### src/rtl/acc_stream_out_if.sv
// Bundle between the accumulator output stage, the stream serializer and the
// unified-buffer / host stream side.
interface acc_stream_out_if #(
  parameter int ACC_WIDTH  = 4,
  parameter int DATA_WIDTH = 16,
  parameter int DEPTH      = 2
);
  localparam int IW = (ACC_WIDTH > 1) ? $clog2(ACC_WIDTH) : 1;
  localparam int CW = $clog2(DEPTH) + 1;

  logic                                  acc_valid_i;
  logic [0:ACC_WIDTH-1][DATA_WIDTH-1:0]  acc_mem_in;
  logic                                  out_valid;
  logic                                  out_ready;
  logic [DATA_WIDTH-1:0]                 out_data;
  logic                                  out_last;
  logic [IW-1:0]                         out_index;
  logic [CW-1:0]                         fifo_count;
  logic                                  ovf_o;

  modport master (
    output acc_valid_i, acc_mem_in, out_ready,
    input  out_valid, out_data, out_last, out_index, fifo_count, ovf_o
  );

  modport slave (
    input  acc_valid_i, acc_mem_in, out_ready,
    output out_valid, out_data, out_last, out_index, fifo_count, ovf_o
  );
endinterface

### src/rtl/acc_stream_out.sv
// Vector FIFO that buffers accumulator result vectors and serializes them,
// element 0 first, onto a single valid/ready element stream.

// One element column of the vector FIFO: DEPTH entries of one element each.
module acc_stream_lane #(
  parameter int DATA_WIDTH = 16,
  parameter int DEPTH      = 2,
  parameter int PW         = 1
) (
  input  logic                  clk,
  input  logic                  we,
  input  logic [PW-1:0]         wr_ptr,
  input  logic [DATA_WIDTH-1:0] wdata,
  input  logic [PW-1:0]         rd_ptr,
  output logic [DATA_WIDTH-1:0] rdata
);
  logic [DEPTH-1:0][DATA_WIDTH-1:0] mem;

  always_ff @(posedge clk) begin
    if (we) mem[wr_ptr] <= wdata;
  end

  assign rdata = mem[rd_ptr];
endmodule

module acc_stream_out #(
  parameter int ACC_WIDTH  = 4,
  parameter int DATA_WIDTH = 16,
  parameter int DEPTH      = 2
) (
  input  logic             clk,
  input  logic             rst,
  acc_stream_out_if.slave  bus
);
  localparam int IW = (ACC_WIDTH > 1) ? $clog2(ACC_WIDTH) : 1;
  localparam int CW = $clog2(DEPTH) + 1;
  localparam int PW = (DEPTH > 1) ? $clog2(DEPTH) : 1;
  localparam logic [IW-1:0] LAST_IDX = IW'(ACC_WIDTH - 1);
  localparam logic [CW-1:0] FULL_CNT = CW'(DEPTH);

  typedef struct packed {
    logic [DATA_WIDTH-1:0] data;
    logic                  last;
    logic [IW-1:0]         index;
  } beat_t;

  logic [PW-1:0] wr_ptr, rd_ptr;
  logic [IW-1:0] elem_cnt;
  logic [CW-1:0] count;
  logic          ovf;
  logic          valid, fire, pop, push, drop;
  beat_t         beat;

  logic [ACC_WIDTH-1:0][DATA_WIDTH-1:0] lane_q;

  // A full FIFO can still take a vector on the cycle its head vector retires.
  assign valid = (count != '0);
  assign fire  = valid && bus.out_ready;
  assign pop   = fire && (elem_cnt == LAST_IDX);
  assign push  = bus.acc_valid_i && ((count < FULL_CNT) || pop);
  assign drop  = bus.acc_valid_i && !push;

  genvar g;
  generate
    for (g = 0; g < ACC_WIDTH; g++) begin : g_lane
      acc_stream_lane #(
        .DATA_WIDTH (DATA_WIDTH),
        .DEPTH      (DEPTH),
        .PW         (PW)
      ) u_lane (
        .clk    (clk),
        .we     (push),
        .wr_ptr (wr_ptr),
        .wdata  (bus.acc_mem_in[g]),
        .rd_ptr (rd_ptr),
        .rdata  (lane_q[g])
      );
    end
  endgenerate

  // elem_cnt is the stream state: IDLE when count==0, else STREAM(elem_cnt).
  always_ff @(posedge clk or negedge rst) begin
    if (!rst) begin
      wr_ptr   <= '0;
      rd_ptr   <= '0;
      elem_cnt <= '0;
      count    <= '0;
      ovf      <= 1'b0;
    end else begin
      if (push) wr_ptr <= wr_ptr + 1'b1;
      if (fire) begin
        if (elem_cnt == LAST_IDX) begin
          elem_cnt <= '0;
          rd_ptr   <= rd_ptr + 1'b1;
        end else begin
          elem_cnt <= elem_cnt + 1'b1;
        end
      end
      unique case ({push, pop})
        2'b10:   count <= count + 1'b1;
        2'b01:   count <= count - 1'b1;
        default: count <= count;
      endcase
      if (drop) ovf <= 1'b1;
    end
  end

  always_comb begin
    beat = '0;
    if (valid) begin
      beat.data  = lane_q[elem_cnt];
      beat.last  = (elem_cnt == LAST_IDX);
      beat.index = elem_cnt;
    end
  end

  assign bus.out_valid  = valid;
  assign bus.out_data   = beat.data;
  assign bus.out_last   = beat.last;
  assign bus.out_index  = beat.index;
  assign bus.fifo_count = count;
  assign bus.ovf_o      = ovf;
endmodule

### src/flat_wrapper.sv
// flat-port wrapper written by rule: the top's interface ports become plain ports
module acc_stream_out_flat 
#(
  parameter int ACC_WIDTH  = 4,
  parameter int DATA_WIDTH = 16,
  parameter int DEPTH      = 2
)
  (clk, rst, bus_acc_valid_i, bus_acc_mem_in, bus_out_ready, bus_out_valid, bus_out_data, bus_out_last, bus_out_index, bus_fifo_count, bus_ovf_o);
  acc_stream_out_if #(.ACC_WIDTH(ACC_WIDTH), .DATA_WIDTH(DATA_WIDTH), .DEPTH(DEPTH)) bus_i ();
  input  logic clk;
  input  logic rst;
  input wire logic [$bits(bus_i.acc_valid_i)-1:0] bus_acc_valid_i;
  input wire logic [$bits(bus_i.acc_mem_in)-1:0] bus_acc_mem_in;
  input wire logic [$bits(bus_i.out_ready)-1:0] bus_out_ready;
  output wire logic [$bits(bus_i.out_valid)-1:0] bus_out_valid;
  output wire logic [$bits(bus_i.out_data)-1:0] bus_out_data;
  output wire logic [$bits(bus_i.out_last)-1:0] bus_out_last;
  output wire logic [$bits(bus_i.out_index)-1:0] bus_out_index;
  output wire logic [$bits(bus_i.fifo_count)-1:0] bus_fifo_count;
  output wire logic [$bits(bus_i.ovf_o)-1:0] bus_ovf_o;
  assign bus_i.acc_valid_i = bus_acc_valid_i;
  assign bus_i.acc_mem_in = bus_acc_mem_in;
  assign bus_i.out_ready = bus_out_ready;
  assign bus_out_valid = bus_i.out_valid;
  assign bus_out_data = bus_i.out_data;
  assign bus_out_last = bus_i.out_last;
  assign bus_out_index = bus_i.out_index;
  assign bus_fifo_count = bus_i.fifo_count;
  assign bus_ovf_o = bus_i.ovf_o;
  acc_stream_out #(.ACC_WIDTH(ACC_WIDTH), .DATA_WIDTH(DATA_WIDTH), .DEPTH(DEPTH)) u_core (.clk(clk), .rst(rst), .bus(bus_i));
endmodule
### config.mk
export PLATFORM = sky130hd
export DESIGN_NAME = acc_stream_out_flat
export DESIGN_NICKNAME = d
export VERILOG_FILES = /design/src/rtl/acc_stream_out_if.sv /design/src/rtl/acc_stream_out.sv /design/src/flat_wrapper.sv
export SDC_FILE = /design/constraint.sdc
export NUM_CORES = 1
export LEC_CHECK = 0
export ABC_AREA = 1
export CAP_MARGIN = 25
export CORE_MARGIN = 2
export CORE_UTILIZATION = 40
export CTS_BUF_LIST = sky130_fd_sc_hd__clkbuf_16
export DETAILED_ROUTE_END_ITERATION = 16
export PLACE_DENSITY_LB_ADDON = 0.05
export SLEW_MARGIN = 5
export SYNTH_ARGS = -nofsm -noshare
export SYNTH_HDL_FRONTEND = slang
export SYNTH_SLANG_ARGS = --single-unit
export TNS_END_PERCENT = 100
### constraint.sdc
create_clock -name clk -period 7.6 [get_ports clk]
set_input_delay 1.52 -clock clk [delete_from_list [all_inputs] [get_ports clk]]
set_output_delay 1.52 -clock clk [all_outputs]
set_load 0.01 [all_outputs]
After elaboration in Yosys (flattened, before gate mapping)
Cells that the tools add are included.
W data, S select, Z words.
{"block": "totals", "out_inout_bits": 23, "in_bits": 68, "reg_bits": 135}
{"block": "op_classes", "muxes": 19, "n_eq_ne": 3, "reduce_logical": 10, "add_sub_neg": 5, "n_lt_le_gt_ge": 5}
{"op": "$mux W16", "count": 10}
{"op": "$bwmux W32", "count": 4}
{"op": "$bmux W16 S2", "count": 1}
{"op": "$mux W19", "count": 1}
{"op": "$demux W16 S1", "count": 1}
{"op": "$logic_and A1 B1 Y1", "count": 5}
{"op": "$add A2 B1 Y2 const B", "count": 2}
{"op": "$eq A2 B2 Y1 const B", "count": 2}
{"op": "$lt A1 B2 Y1 const B", "count": 2}
{"op": "$pmux W2 S2", "count": 1}
{"op": "$reduce_bool A2 Y1", "count": 2}
{"op": "$lt A2 B3 Y1 const B", "count": 1}
{"op": "$add A1 B1 Y1 const B", "count": 2}
{"op": "$eq A2 B1 Y1 const B", "count": 1}
{"op": "$lt A2 B2 Y1 const B", "count": 1}
{"op": "$mux W2", "count": 1}
{"op": "$reduce_and A2 Y1", "count": 1}
{"op": "$sub A2 B1 Y2 const B", "count": 1}
{"op": "$ge A1 B1 Y1 const B", "count": 1}
{"op": "$logic_not A1 Y1", "count": 1}
{"op": "$logic_or A1 B1 Y1", "count": 1}

Depth between registers and ports, before layout
{"block": "depth", "ltp_word": 7, "depth_mapped": 8, "mapped_depth_nobuf": 8}

Hierarchy
A second synthesis with hierarchy kept.
{"block": "hier_totals", "cells_unflattened": 515, "hier_area_um2": 5871.9}
{"module": "acc_stream_lane", "seq_area_each_um2": 960.9, "instances": 4, "area_per_inst_um2": 1219.9, "cells_per_inst": 88}
{"module": "acc_stream_out", "seq_area_each_um2": 175.2, "instances": 1, "area_per_inst_um2": 992.2, "cells_per_inst": 163}

Worst setup path before layout
Ideal clock, no wire load.
{"block": "synth_timing", "path_type": "input-to-reg", "start": "input bus_out_ready", "end": "register u_core.g_lane[0].u_lane.mem[16] in the netlist's numbering, enable pin", "slack_ps": 2643, "t_arrival_ps": 4471, "cell_stages": 4, "path_cell_list": "a21oi_1 > nor2_1 > inv_2 > nor2_1"}
{"block": "synth_via", "elab_chain_len": 4}
{"item": "from (decl)", "line_no": "flat_wrapper.sv:14", "text": "input wire logic [$bits(bus_i.out_ready)-1:0] bus_out_ready;"}
{"item": "$logic_and A1 B1 Y1", "line_no": "acc_stream_out.sv:58", "text": "assign fire = valid && bus.out_ready;"}
{"item": "$logic_and A1 B1 Y1", "line_no": "acc_stream_out.sv:59", "text": "assign pop = fire && (elem_cnt == LAST_IDX);"}
{"item": "$logic_or A1 B1 Y1", "line_no": "acc_stream_out.sv:60", "text": "assign push = bus.acc_valid_i && ((count < FULL_CNT) || pop);"}
{"item": "$logic_and A1 B1 Y1", "line_no": "acc_stream_out.sv:60"}
{"item": "to (signal, indexed assignment)", "line_no": "acc_stream_out.sv:20", "text": "if (we) mem[wr_ptr] <= wdata;"}
{"item": "to (decl)", "line_no": "acc_stream_out.sv:17", "text": "logic [DEPTH-1:0][DATA_WIDTH-1:0] mem;"}
No other way between the ends.
A chain may end at the register's enable or synchronous reset.

Worst setup path in the final report
{"block": "layout_timing", "start": "register u_core.elem_cnt[0]", "end": "output bus_out_data[11]"}
{"block": "layout_via", "elab_chain_len": 3}
{"item": "from (decl)", "line_no": "acc_stream_out.sv:48", "text": "logic [IW-1:0] elem_cnt;"}
{"item": "from (signal assigned)", "line_no": "acc_stream_out.sv:96", "text": "elem_cnt <= elem_cnt + 1'b1;"}
{"item": "$bmux W16 S2", "line_no": "acc_stream_out.sv:111", "text": "beat.data = lane_q[elem_cnt];"}
{"item": "$mux W16 (not written as such)", "line_no": "acc_stream_out.sv:111"}
{"item": "$mux W19", "line_no": "acc_stream_out.sv:110", "text": "if (valid) begin"}
{"item": "to (decl)", "line_no": "flat_wrapper.sv:16", "text": "output wire logic [$bits(bus_i.out_data)-1:0] bus_out_data;"}
No other way between the ends. The select of a mux whose other input is x is not followed.

==> out/metrics.cfg <==
[status]
status = finished clean

[global_route]
grt.met1_usage_pct = 23.2
grt_most_used_layer = met2
grtUsageMet3_pct = 5.14
groute.usage.overall_pct = 17.5
grt_overflow_total = 0
grt_first_pass_wirelength_um = 21200
grt_start_max_net_pins = 66
first_global_vias = 4073
grt_util_met2_pct = 27.7
initial_antenna_violation_count = 0

[synth]
synth.area.top_cells = sky130_fd_sc_hd__edfxtp_1, sky130_fd_sc_hd__nand2_1, sky130_fd_sc_hd__inv_1
synth.cell_area_um2 = 5980
synth_area_leader_cell = sky130_fd_sc_hd__edfxtp_1
syn-mean-instance-area_um2 = 9.99
number_of_enable_type_register_cells_in_the_synthesized_netlist = 128
synth_async_sr_flop_share_pct = 5.19
yosys.cell_types.count = 19
synth_largest_type_area_fraction_pct = 64.3
syn_inst = 598
syn_nets = 668
ys_dominant_reg_cell = sky130_fd_sc_hd__edfxtp_1
synth_warnings = 0
synth.ff_latch_count = 135
seq_area_frac_synth_pct = 67.2

[setup_path]
r2r.worst_path.cells = 7
crit_fanout = 35
critical_path.startpoint_type = flip-flop
critical_path_class = flip-flop to output pin
regToRegStartpoint = u_core.elem_cnt[0]
endpoint_kind = output pin
worst-r2r-setup-slack_ps = 5080
critPathRequiredTime_ps = 6080
timing.critical_path.arrival_ps = 2620
crit-reg2reg-capture = u_core.g_lane[0].u_lane.mem[17]

[sta]
maxClockFrequency_ghz = 0.241
report.final.setup_viol = 0
report.final.slew_viol_count = 0
maxSlewHeadroom_pct = 37.0
finalWorstPathRequiredPeriod_ps = 4140
setup_repair_after_global_routing_missed_its_margin = no
clock-skew-final_ps = 4.69
timing.final.crit_share_pct = 54.5
worst-slew-pin-transition_ps = 945
finalHoldViolCount = 0
setup_tns_ps = 0

[routing]
detailed_router_s_first_iteration_violation_count = 313
total_wire_length_after_detailed_routing_um = 13100
drt_pre_antenna_iters = 4
total_number_of_vias = 4027
remaining_drc_errors = 0
antenna_violating_nets_post_route = 0
post_detailed_route_via_to_cell_ratio = 4.57
wire_per_inst_um = 14.8

[clocking]
cts_tree = yes
cts_hold_buffers = 0
clk-insertion-delay-late_ps = 410
clock_buffers_created_by_tritoncts = 17
ctsHtreeMaxLevel = 4
cts.clk_slew.worst_paths_ps = 50
postcts_setup_bufs = 0
cts.root.buffer_cell = sky130_fd_sc_hd__clkbuf_16
post_cts.resized_instances = 0
numClockSinks = 135
cts_buffer_depth = 2

[floorplanning]
die_h_um = 126
initial_core_util_pct = 41.0
chipWidth_um = 126
placementRows = 44
pin_count = 91
floorplan.die_area_um2 = 15900
placeableCoreArea_um2 = 14600

[hold_path]
min-delay-start = u_core.bus.ovf_o
whs_endpoint = u_core.bus.ovf_o
worst_hold_path_type = flip-flop to flip-flop
hold_path_depth = 1

[power]
share_comb_of_total_power_pct = 38.1
sequential_share_of_power_pct = 36.7
p_switching_uw = 973
power.density_nw_per_um2 = 373
internal_power_uw = 1820
clock_power_share_pct = 25.2
netSwitchingFraction_pct = 34.8
leakagePower_uw = 0.00337
peakVddDrop_mv = 0.186

[finish]
nNetsFinal = 759
most_frequent_cells_in_the_layout = sky130_fd_sc_hd__nand2_1, sky130_fd_sc_hd__inv_1, sky130_fd_sc_hd__edfxtp_1
layout.cell_area.non_filler_um2 = 7500
n_antenna_cell = 0
layout-drive-gt1-share_pct = 5.16
syn_to_final_growth_pct = 25.5
leading_cell_type_in_the_layout_fill_and_taps_excluded = sky130_fd_sc_hd__nand2_1

[job]
maxCapViolCount = 0

[placement]
hpwlAfterDp_um = 7910
detailed_place.area_um2 = 7000
finalWeightedCongestion = 0.768
port_buffers = 90

worst max-delay path by stage:
stage / cells past startpoint / to / slack, ps / from
after floorplan: 4 / u_core.g_lane[0].u_lane.mem[16] / 2640 / bus_out_ready
after global placement: 7 / bus_out_data[7] / 3790 / u_core.rd_ptr
after detailed placement: 7 / bus_out_data[11] / 3820 / u_core.elem_cnt[0]
after CTS: 7 / bus_out_data[11] / 3370 / u_core.elem_cnt[0]
after global routing: 7 / bus_out_data[11] / 3290 / u_core.elem_cnt[0]
final: 7 / bus_out_data[11] / 3460 / u_core.elem_cnt[0]
sequential cells by signal, indices dropped and copies added (netlist names):
| signal | count |
|---|---|
| u_core.g_lane.u_lane.mem | 128 |
| u_core.wr_ptr | 1 |
| u_core.rd_ptr | 1 |
| u_core.bus.fifo_count | 2 |
| u_core.elem_cnt | 2 |
| u_core.bus.ovf_o | 1 |
synth_stat cells (3+ instances only):
library cell               number
sky130_fd_sc_hd__buf_4          5
sky130_fd_sc_hd__nand2_1      216
sky130_fd_sc_hd__nor2_1         6
sky130_fd_sc_hd__nand3_1       65
sky130_fd_sc_hd__o21ai_1        3
sky130_fd_sc_hd__inv_1        135
sky130_fd_sc_hd__inv_2          4
sky130_fd_sc_hd__edfxtp_1     128
sky130_fd_sc_hd__dfrtp_1        7
sky130_fd_sc_hd__nor2_4         3
sky130_fd_sc_hd__buf_6          6
sky130_fd_sc_hd__buf_2         10
cell type report:
cell class	instances	area (um2)
Clock buffer	17	425
Clock inverter	11	71.3
Fill cell	1322	7090
Inverter	139	522
Multi-Input combinational cell	301	1280
Sequential cell	135	4020
Tap cell	184	230
Timing Repair Buffer	95	951
metrics by stage:
stage	std cells	hold WS (ps)	setup WS [ps]	total power (uW)	util, %
detailed placement	854	444	3820	2130	48.0
global route	882	476	3290	2990	51.4
global placement	853	437	3790	2110	47.9
floorplan	598	442	2640	1720	-
CTS	882	456	3370	2840	51.4
finish	882	451	3460	2800	51.4
worst max-delay path, cell delays in order, from the launching register on:
cell and delay [ps]:
sky130_fd_sc_hd__dfrtp_1 350, sky130_fd_sc_hd__buf_4 260, sky130_fd_sc_hd__inv_2 570, sky130_fd_sc_hd__nand3_1 180, sky130_fd_sc_hd__nand2_1 130, sky130_fd_sc_hd__nand2_1 70
sky130_fd_sc_hd__nand2_1 110, sky130_fd_sc_hd__clkdlybuf4s50_1 530
power by group through the flow:
stage / Sequential (uW) / Clock [uW] / Combinational, uW
floorplan: 1040 / 0 / 672
global placement: 1040 / 0 / 1070
detailed placement: 1040 / 0 / 1080
CTS: 1030 / 721 / 1090
global route: 1040 / 753 / 1200
finish: 1030 / 704 / 1060
routing by layer:
metal	part of all wire (%)	wire, um
met5	0	0
met4	0.89	116
met3	5.1	661
met2	47	6200
met1	47	6110
logic make-up (layout without fill, tap and decap cells):
group | Yosys count | after routing | share of synthesized area (%)
AOI/OAI and AO/OA | 6 | 6 | 0.544
adders and majority gates | 2 | 2 | 0.419
xor gates and xnor gates | 2 | 2 | 0.293
DFF | 135 | 135 | 67.2
buffers and inverters | 162 | 262 | 11.5
and+or+nand+nor | 291 | 291 | 20.1
Power figures use the tool's default switching activity.
